### src/rtl/mario_video_pkg.sv
// rtl/mario_video_pkg.sv - shared palette and RGB definitions for the video mixer
//
// Purpose: palette download window, palette depth, 3-3-2 RGB field widths,
//          palette index field layout, and helpers to build an index and
//          decode the inverted PROM colour format.
// Ports:   none (package).

package mario_video_pkg;

  localparam logic [16:0] PAL_BASE  = 17'h0F000;
  localparam int          PAL_DEPTH = 256;
  localparam int          PAL_AW    = 8;

  localparam int R_W = 3;
  localparam int G_W = 3;
  localparam int B_W = 2;

  // Palette index layout: {bank, sel, col[3:0], vid[1:0]}
  localparam int IDX_BANK    = 7;
  localparam int IDX_SEL     = 6;
  localparam int IDX_COL_LSB = 2;
  localparam int IDX_VID_LSB = 0;

  typedef logic [PAL_AW-1:0] pal_idx_t;

  typedef struct packed {
    logic [R_W-1:0] r;
    logic [G_W-1:0] g;
    logic [B_W-1:0] b;
  } rgb_t;

  function automatic pal_idx_t pal_index(input logic bank, input logic sel,
                                         input logic [3:0] col, input logic [1:0] vid);
    pal_idx_t idx;
    idx = '0;
    idx[IDX_BANK]              = bank;
    idx[IDX_SEL]               = sel;
    idx[IDX_COL_LSB +: 4]      = col;
    idx[IDX_VID_LSB +: 2]      = vid;
    return idx;
  endfunction

  // The palette bytes are stored inverted (PROM heritage); r/g/b occupy
  // d[7:5]/d[4:2]/d[1:0], which matches the packed rgb_t layout.
  function automatic rgb_t decode_prom(input logic [7:0] d);
    return rgb_t'(~d);
  endfunction

endpackage

### src/rtl/mario_pal_ram.sv
// rtl/mario_pal_ram.sv - 256x8 palette RAM, one write port, one registered read port
//
// Purpose: palette storage; a read and a write to the same entry in the same
//          cycle returns the old data (read-before-write). Contents are not reset.
// Ports:   clk          - clock
//          we/waddr/wdata - write port
//          re/raddr     - read enable and address
//          rdata        - registered read data

module mario_pal_ram
  import mario_video_pkg::*;
(
  input  logic       clk,
  input  logic       we,
  input  pal_idx_t   waddr,
  input  logic [7:0] wdata,
  input  logic       re,
  input  pal_idx_t   raddr,
  output logic [7:0] rdata
);

  logic [7:0] mem [PAL_DEPTH];

  always_ff @(posedge clk) begin
    if (we) begin
      mem[waddr] <= wdata;
    end
    if (re) begin
      rdata <= mem[raddr];
    end
  end

endmodule

### src/rtl/mario_colmix.sv
// rtl/mario_colmix.sv - background/sprite priority mixer with palette lookup and 3-3-2 RGB out
//
// Purpose: resolves sprite-over-background priority, looks the colour up in a
//          downloadable palette RAM, and emits registered RGB with blanking
//          delayed to match (3 pixel enables input to output).
// Option:  MARIO_COLMIX_LAYER_MASK_EN adds I_BG_EN / I_OBJ_EN layer enables.
// Ports:   I_CLK_48M, I_RESETn (sync, active-low), I_CEN_PIX pixel enable
//          I_BG_COL/I_BG_VID, I_OBJ_COL/I_OBJ_VID, I_PALBANK - pixel inputs
//          I_HBLANK/I_VBLANK - blanking aligned with the pixel inputs
//          I_DLADDR/I_DLDATA/I_DLWR - ROM download stream (palette load)
//          O_R/O_G/O_B - RGB, O_HBLANK/O_VBLANK - delayed blanking
//          O_PAL_READY - all 256 palette bytes loaded

module mario_colmix
  import mario_video_pkg::*;
(
  input  logic        I_CLK_48M,
  input  logic        I_RESETn,
  input  logic        I_CEN_PIX,
  input  logic [3:0]  I_BG_COL,
  input  logic [1:0]  I_BG_VID,
  input  logic [3:0]  I_OBJ_COL,
  input  logic [1:0]  I_OBJ_VID,
  input  logic        I_PALBANK,
  input  logic        I_HBLANK,
  input  logic        I_VBLANK,
`ifdef MARIO_COLMIX_LAYER_MASK_EN
  input  logic        I_BG_EN,
  input  logic        I_OBJ_EN,
`endif
  input  logic [16:0] I_DLADDR,
  input  logic [7:0]  I_DLDATA,
  input  logic        I_DLWR,
  output logic [2:0]  O_R,
  output logic [2:0]  O_G,
  output logic [1:0]  O_B,
  output logic        O_HBLANK,
  output logic        O_VBLANK,
  output logic        O_PAL_READY
);

  localparam logic [16:0] PAL_LAST = PAL_BASE + 17'(PAL_DEPTH - 1);
  localparam logic [8:0]  CNT_FULL = 9'(PAL_DEPTH);

  logic bg_en;
  logic obj_en;

`ifdef MARIO_COLMIX_LAYER_MASK_EN
  assign bg_en  = I_BG_EN;
  assign obj_en = I_OBJ_EN;
`else
  assign bg_en  = 1'b1;
  assign obj_en = 1'b1;
`endif

  // S0 index: sprite wins whenever it is opaque; a masked background still
  // shows its backdrop entry (vid = 0).
  logic     sel;
  logic [1:0] bg_vid;
  pal_idx_t idx_next;

  always_comb begin
    sel      = obj_en && (I_OBJ_VID != 2'd0);
    bg_vid   = bg_en ? I_BG_VID : 2'd0;
    idx_next = pal_index(I_PALBANK, sel, sel ? I_OBJ_COL : I_BG_COL,
                         sel ? I_OBJ_VID : bg_vid);
  end

  pal_idx_t s0_idx;
  logic     s0_hb, s0_vb;
  logic     s1_hb, s1_vb;

  always_ff @(posedge I_CLK_48M) begin
    if (!I_RESETn) begin
      s0_idx <= '0;
      s0_hb  <= 1'b1;
      s0_vb  <= 1'b1;
      s1_hb  <= 1'b1;
      s1_vb  <= 1'b1;
    end else if (I_CEN_PIX) begin
      s0_idx <= idx_next;
      s0_hb  <= I_HBLANK;
      s0_vb  <= I_VBLANK;
      s1_hb  <= s0_hb;
      s1_vb  <= s0_vb;
    end
  end

  // Palette load; reset dominates a coincident write.
  logic       in_window;
  logic       pal_we;
  logic [7:0] ram_q;

  assign in_window = (I_DLADDR >= PAL_BASE) && (I_DLADDR <= PAL_LAST);
  assign pal_we    = I_RESETn && I_DLWR && in_window;

  mario_pal_ram u_pal_ram (
    .clk   (I_CLK_48M),
    .we    (pal_we),
    .waddr (I_DLADDR[PAL_AW-1:0]),
    .wdata (I_DLDATA),
    .re    (I_CEN_PIX),
    .raddr (s0_idx),
    .rdata (ram_q)
  );

  logic [8:0] load_cnt;

  always_ff @(posedge I_CLK_48M) begin
    if (!I_RESETn) begin
      load_cnt    <= '0;
      O_PAL_READY <= 1'b0;
    end else begin
      if (pal_we && (load_cnt != CNT_FULL)) begin
        load_cnt <= load_cnt + 9'd1;
      end
      O_PAL_READY <= (load_cnt == CNT_FULL);
    end
  end

  // S2: decode and blank. Output stays black until the palette is complete.
  rgb_t rgb_dec;
  rgb_t rgb_q;
  logic force_black;

  assign rgb_dec     = decode_prom(ram_q);
  assign force_black = s1_hb || s1_vb || !O_PAL_READY;

  always_ff @(posedge I_CLK_48M) begin
    if (!I_RESETn) begin
      rgb_q    <= '0;
      O_HBLANK <= 1'b1;
      O_VBLANK <= 1'b1;
    end else if (I_CEN_PIX) begin
      rgb_q    <= force_black ? '0 : rgb_dec;
      O_HBLANK <= s1_hb;
      O_VBLANK <= s1_vb;
    end
  end

  assign O_R = rgb_q.r;
  assign O_G = rgb_q.g;
  assign O_B = rgb_q.b;

endmodule

### config.mk
export PLATFORM = sky130hd
export DESIGN_NAME = mario_colmix
export DESIGN_NICKNAME = d
export VERILOG_FILES = /design/src/rtl/mario_video_pkg.sv /design/src/rtl/mario_pal_ram.sv /design/src/rtl/mario_colmix.sv
export SDC_FILE = /design/constraint.sdc
export NUM_CORES = 2
export LEC_CHECK = 0
export CAP_MARGIN = 20
export CELL_PAD_IN_SITES_DETAIL_PLACEMENT = 0
export CELL_PAD_IN_SITES_GLOBAL_PLACEMENT = 1
export CORE_MARGIN = 2
export CORE_UTILIZATION = 53
export CTS_BUF_LIST = sky130_fd_sc_hd__clkbuf_2 sky130_fd_sc_hd__clkbuf_4 sky130_fd_sc_hd__clkbuf_8
export DETAILED_ROUTE_END_ITERATION = 8
export DONT_BUFFER_PORTS = 1
export HOLD_SLACK_MARGIN = 0.03
export PLACE_DENSITY_LB_ADDON = 0.12
export RECOVER_POWER = 100
export SYNTH_ARGS = -nofsm -noshare
export SYNTH_HDL_FRONTEND = slang
export SYNTH_SLANG_ARGS = --single-unit
export TNS_END_PERCENT = 1
### constraint.sdc
create_clock -name I_CLK_48M -period 2.55 [get_ports I_CLK_48M]
set_input_delay 0.6375 -clock I_CLK_48M [delete_from_list [all_inputs] [get_ports I_CLK_48M]]
set_output_delay 0.6375 -clock I_CLK_48M [all_outputs]
set_load 0.1 [all_outputs]
=== Word-level counts from Yosys, hierarchy flattened ===
Memories as Yosys holds them, arrays and structs flattened. A register that Yosys moved wholly into a read port is not among the register bits.
Cells that the tools add are included.

* Bits of input ports: 44
* Memories kept: 1
* Register bits after elaboration: 32
* Memory bits (writable): 2,048
* Logic and storage cells: 32
* Output and inout port bits: 11

* Add/subtract/negate cells: 1
* Equal/unequal tests: 2
* Order comparisons: 2
* Bitwise operators: 1
* Reductions and logical operators: 8
* Multiplexer cells: 5

{| class="wikitable"
|+ Memories
! name !! words !! bits a word !! rd ports !! clocked after Yosys merged registers in !! wr ports !! RTL line !! RTL
|-
| u_pal_ram.mem || 256 || 8 || 1 || 1 || 1 || mario_pal_ram.sv:22 || <nowiki>logic [7:0] mem [PAL_DEPTH];</nowiki>
|}

{| class="wikitable"
|+ Operator list
! cell !! count
|-
| 17-bit by 16-bit greater-or-equal comparator with 1-bit output, second input constant || 1
|-
| 17-bit by 16-bit <= comparator with 1-bit output, second input constant || 1
|-
| 9-bit by 1-bit adder with 9-bit output, second input constant || 1
|-
| 9-bit equality test, second input constant || 1
|-
| 9-bit != test, second input constant || 1
|-
| 8-bit two-way mux || 1
|-
| 8-bit NOT || 1
|-
| 1-bit logical AND || 4
|-
| 4-bit two-way mux || 1
|-
| 1-bit logical OR || 2
|-
| 1-bit two-way mux || 2
|-
| 2-bit two-way mux || 1
|-
| 2-bit nonzero test || 1
|-
| 1-bit logical NOT || 1
|}

=== Depth between registers and ports, before layout ===
* Depth in word-level cells: 5
* Depth in mapped cells: 12
* Depth with buffers taken out: 7

=== Modules after synthesis ===
From an unflattened synthesis, not the netlist that was laid out.

* Cell total of the unflattened synthesis: 3,889
* Area total of the unflattened synthesis: 81,019.0 um^2

{| class="wikitable"
|+ By module, submodules not included
! module !! area an instance (um^2) !! cells an instance !! instances
|-
| mario_pal_ram || 79,636.4 || 3,733 || 1
|-
| mario_colmix || 1,382.6 || 156 || 1
|}

=== Worst setup path after synthesis ===
OpenSTA, ideal clock, no wires.

* Path type: input -> register
* From: input port I_DLADDR[9]
* To: memory u_pal_ram.mem[183][0] (enable)
* Data arrival time: 2,284 ps
* Stages: 6
* Setup slack: -104 ps
* Library setup time: 370 ps
* Cell sequence: nor4b_1 > nand3_1 > nor3_1 > nand3_1 > clkbuf_1 > nor2_1

* Cells in the longest elaborated chain, start to end: 5

{| class="wikitable"
|+ RTL lines
! element !! RTL line !! RTL
|-
| from (decl) || mario_colmix.sv:31 || <nowiki>input logic [16:0] I_DLADDR,</nowiki>
|-
| 17-bit by 16-bit greater-or-equal comparator with 1-bit output / 17-bit by 16-bit <= comparator with 1-bit output (equally long branches) || mario_colmix.sv:94 || <nowiki>assign in_window = (I_DLADDR >= PAL_BASE) && (I_DLADDR <= PAL_LAST);</nowiki>
|-
| 1-bit logical AND (*) || mario_colmix.sv:94 ||
|-
| 1-bit logical AND (*) || mario_colmix.sv:95 || <nowiki>assign pal_we = I_RESETn && I_DLWR && in_window;</nowiki>
|-
| 1-bit two-way mux (*) || mario_pal_ram.sv:25 || <nowiki>if (we) begin</nowiki>
|-
| 1-bit two-way mux (not written as such) (*) || mario_pal_ram.sv:26 || <nowiki>mem[waddr] <= wdata;</nowiki>
|-
| to (decl) || mario_pal_ram.sv:22 ||
|}

Mark *: on every way between the ends. The rest lies on a longest branch, timed or not.

==> results.sh <==
export IMPL_status="finished, violations left"
export IMPL_violations="negative hold slack, max-capacitance violations, max-slew violations, negative setup slack"
export IMPL_fmax_ghz=0.3458
export IMPL_fin_util_pct=62.82
export IMPL_worst_pin_slew_ns=3.045
export IMPL_whs_path_depth=0
export IMPL_hold_viol_final=80
export IMPL_grt_pass1_vias=44372
export IMPL_gr_usage_all_layers_pct=26.76
export IMPL_pin_count=55
export IMPL_nFillCells=10590
export IMPL_grt_pass1_wl_um=302300
export IMPL_cp_start_kind="register"
export IMPL_period_share_pct=113.4
export IMPL_core_area_um2=151900
export IMPL_drive_above_1_share_pct=33.47
export IMPL_dp_final_hpwl_um=128200
export IMPL_synth_flop_cell="edfxtp_1"
export IMPL_cts_made_buffers=347
export IMPL_synth_cell_types=58
export IMPL_fin_skew_ns=0.05977
export IMPL_synth_edf_count=2056
export IMPL_htreeDepth=5
export IMPL_ant_nets=0
export IMPL_rows=143
export IMPL_initialDrtViolationCount=4701
export IMPL_routed_wl_um=211900
export IMPL_worstPathArrival_ns=3.57
export IMPL_reg2reg_depth=11
export IMPL_vias_per_cell=6.146
export IMPL_gp_routability_congestion=0.8768
export IMPL_layout_nets=4792
export IMPL_die_area_um2=155900
export IMPL_synth_fp_nets=3909
export IMPL_tns_ns=-5.283
export IMPL_ys_seq_area_share_pct=77.04
export IMPL_yosys_register_bits=2088
export IMPL_ys_warnings_count=0
export IMPL_worst_ep_required_time_ns=3.23
export IMPL_setup_viol=56
export IMPL_path_max_fanout=8
export IMPL_mappedNetlistArea_um2=80970
export IMPL_slew_viol_final=1548
export IMPL_min_period_ns=2.892
export IMPL_drc=0
export IMPL_rsz0062_at_grt="yes"
export IMPL_wl_per_cell_um=30.19
export IMPL_fin_cells=7019
export IMPL_netlist_instances=3863
export IMPL_avgSynthCellArea_um2=20.96
export IMPL_preCtsSetupSlack_ns=-1.057
export IMPL_cp_end_kind="register"
export IMPL_placedCellCount=6345
export IMPL_clock_sinks=2088
export IMPL_ir_worst_vdd_mv=0.5464
export IMPL_powerDensity_nw_per_um2=748.2
export IMPL_timing_hold_ws_ns=-0.2223
export IMPL_cts_tree="built"
export IMPL_place_port_buffers=0
export IMPL_p_leak_nw=30.72
export IMPL_fp_dieH_um=394.9
export IMPL_dieWidth_um=394.9
export IMPL_cts_buffer_depth=4
export IMPL_area_growth_pct=17.86
export IMPL_relSlewSlack_pct=-103.0
export IMPL_cts_root_buffer="clkbuf_8"
export IMPL_firstDrtPassIters=5
export IMPL_antenna_found_initial=7
export IMPL_clock_latency_ns=1.00
export IMPL_ys_async_sr_fraction_pct=0
export IMPL_overflow=0
export IMPL_critPathKind="reg2reg"
export IMPL_drv_cap=12
export IMPL_hp_class="in2reg"
export IMPL_via_count=43136
export IMPL_clk_pin_slew_ns=0.06
export IMPL_start_util_pct=53.30
export IMPL_grt_max_degree=257
export IMPL_worst_slack_ns=-0.3421
==> registers in the layout (all words and copies together), names as in the netlist <==
name / flops
u_pal_ram.mem: 2048
load_cnt: 9
s0_idx: 8
u_pal_ram.rdata: 8
O_G: 3
O_R: 3
O_B: 2
O_HBLANK: 1
O_PAL_READY: 1
O_VBLANK: 1
s0_hb: 1
s0_vb: 1
s1_hb: 1
s1_vb: 1
==> cell usage in the layout (no fill, tap or decap), drive strengths merged, types with 5 or more instances in the layout <==
cell type,netlist,final
o22ai,46,46
a21oi,70,70
a22oi,95,95
clkinv,0,115
and3,10,10
clkinvlp,0,7
mux4,443,443
nor3,36,36
nor2,278,278
a221oi,46,46
mux2i,154,154
nand2b,6,6
and2,20,20
o21ai,30,30
o221ai,32,32
inv,16,18
xnor2,5,5
nand4,6,6
nand3,29,29
dfxtp,32,32
o211a,6,6
bufinv,0,13
nor2b,20,20
clkbuf,92,752
mux2,5,5
a211oi,9,9
dlygate4sd3,0,12
o32ai,14,14
nand2,58,58
buf,139,452
o211ai,8,8
nor4,9,9
a31oi,11,11
a22o,49,49
edfxtp,2056,2056
==> report_power, final <==
group | total [mW] | internal, mW | switching, mW
clock network | 28.3 | 15.6 | 12.7
registers | 37.9 | 37.8 | 0.0743
logic | 5.27 | 2.32 | 2.95
total | 71.4 | 55.7 | 15.7
==> layout make-up <==
type	count	area (µm²)	area share, %
repair buffers	765	6206	6.503
flip-flops and latches	2088	62390	65.37
clock buffers	453	5609	5.877
diodes	2	5.005	0.005244
inverters	16	60.06	0.06293
well taps	2030	2540	2.661
clock inverters	137	925.9	0.9702
multi-input cells	1528	17700	18.54
==> worst paths after layout <==
path	from	endpoint	slack (ns)
hold reg to reg	O_HBLANK$_SDFFE_PN1P_	O_HBLANK$_SDFFE_PN1P_	0.48
hold / removal	I_DLDATA[4]	u_pal_ram.mem[19][4]$_DFFE_PP_	-0.22
setup reg to reg	s0_idx[0]$_SDFFE_PN0P_	u_pal_ram.rdata[0]$_DFFE_PP_	-0.34
setup / recovery	s0_idx[0]$_SDFFE_PN0P_	u_pal_ram.rdata[0]$_DFFE_PP_	-0.34
==> synth_stat cells, types with 6 or more instances <==
| cell | n | area (µm²) |
|---|---|---|
| edfxtp_1 | 2056 | 61740 |
| mux4_2 | 417 | 9392 |
| nor2_1 | 278 | 1044 |
| mux2i_1 | 154 | 1541 |
| a22oi_1 | 95 | 713.2 |
| clkbuf_1 | 92 | 345.3 |
| a21oi_1 | 70 | 350.3 |
| nand2_1 | 57 | 214.0 |
| buf_2 | 56 | 280.3 |
| a22o_1 | 49 | 429.2 |
| a221oi_1 | 46 | 402.9 |
| o22ai_1 | 46 | 287.8 |
| nor3_1 | 36 | 180.2 |
| buf_4 | 32 | 240.2 |
| dfxtp_1 | 32 | 640.6 |
| o221ai_1 | 32 | 280.3 |
| nand3_1 | 29 | 145.1 |
| o21ai_0 | 29 | 145.1 |
| mux4_1 | 26 | 683.2 |
| buf_6 | 23 | 259.0 |
| nor2b_1 | 20 | 125.1 |
| and2_1 | 19 | 118.9 |
| inv_1 | 16 | 60.06 |
| o32ai_1 | 14 | 122.6 |
| buf_12 | 12 | 240.2 |
| a31oi_1 | 11 | 68.82 |
| and3_1 | 10 | 62.56 |
| a211oi_1 | 9 | 67.56 |
| nor4_1 | 9 | 56.30 |
| buf_1 | 8 | 30.03 |
| buf_8 | 8 | 120.1 |
| o211ai_1 | 8 | 60.06 |
| nand2b_1 | 6 | 37.54 |
| nand4_1 | 6 | 37.54 |
| o211a_1 | 6 | 60.06 |
==> per-stage QoR <==
step           area (µm²)  hold slack (ns)  total power, mW
3_3_place_gp        88210           0.4521            42.79
5_1_grt             95430          -0.3016            73.53
4_1_cts             96020          -0.3300            71.27
3_5_place_dp        88210           0.4590            42.81
2_1_floorplan       80970           0.4413            40.91
6_report            95430          -0.2223            71.40
==> repair_timing <==
action	CTS	global route
setup buffers	21	29
hold buffers	14	12
resized for setup	139	35
pin swaps	29	22
endpoints found under the setup margin	8	8
gates cloned	8	1
hold endpoints to repair	2088	1267
==> cells by family (layout without fill, tap and decap cells) <==
family	after synthesis	count (layout)	share of synthesized area (%)
buffers and inverters	247	1371	1.945
AO/OA/AOI/OAI	428	428	3.817
AND/OR/NAND/NOR	489	489	2.678
other	0	2	0
multiplexers	602	602	14.42
adder cells (fa/ha/maj)	2	2	0.03090
XOR/XNOR	7	7	0.07572
flip-flops	2088	2088	77.04
==> worst max-delay path: stages (launching register included) <==
cell and delay, ns:
dfxtp_4 0.38, buf_12 0.16, buf_12 0.15, buf_16 0.14
buf_12 0.13, mux4_2 0.51, a22o_4 0.30, a221oi_4 0.24
o22ai_4 0.14, nor3_2 0.22, buf_4 0.17, nor4_1 0.05
==> routing by layer <==
metal  track usage (%)  share of wire (%)
met5                 0              0.011
met3             5.268                8.0
met4             10.93                4.1
met1             36.01                 39
met2             43.32                 49
Note: power is estimated with default switching activity, not from simulation.
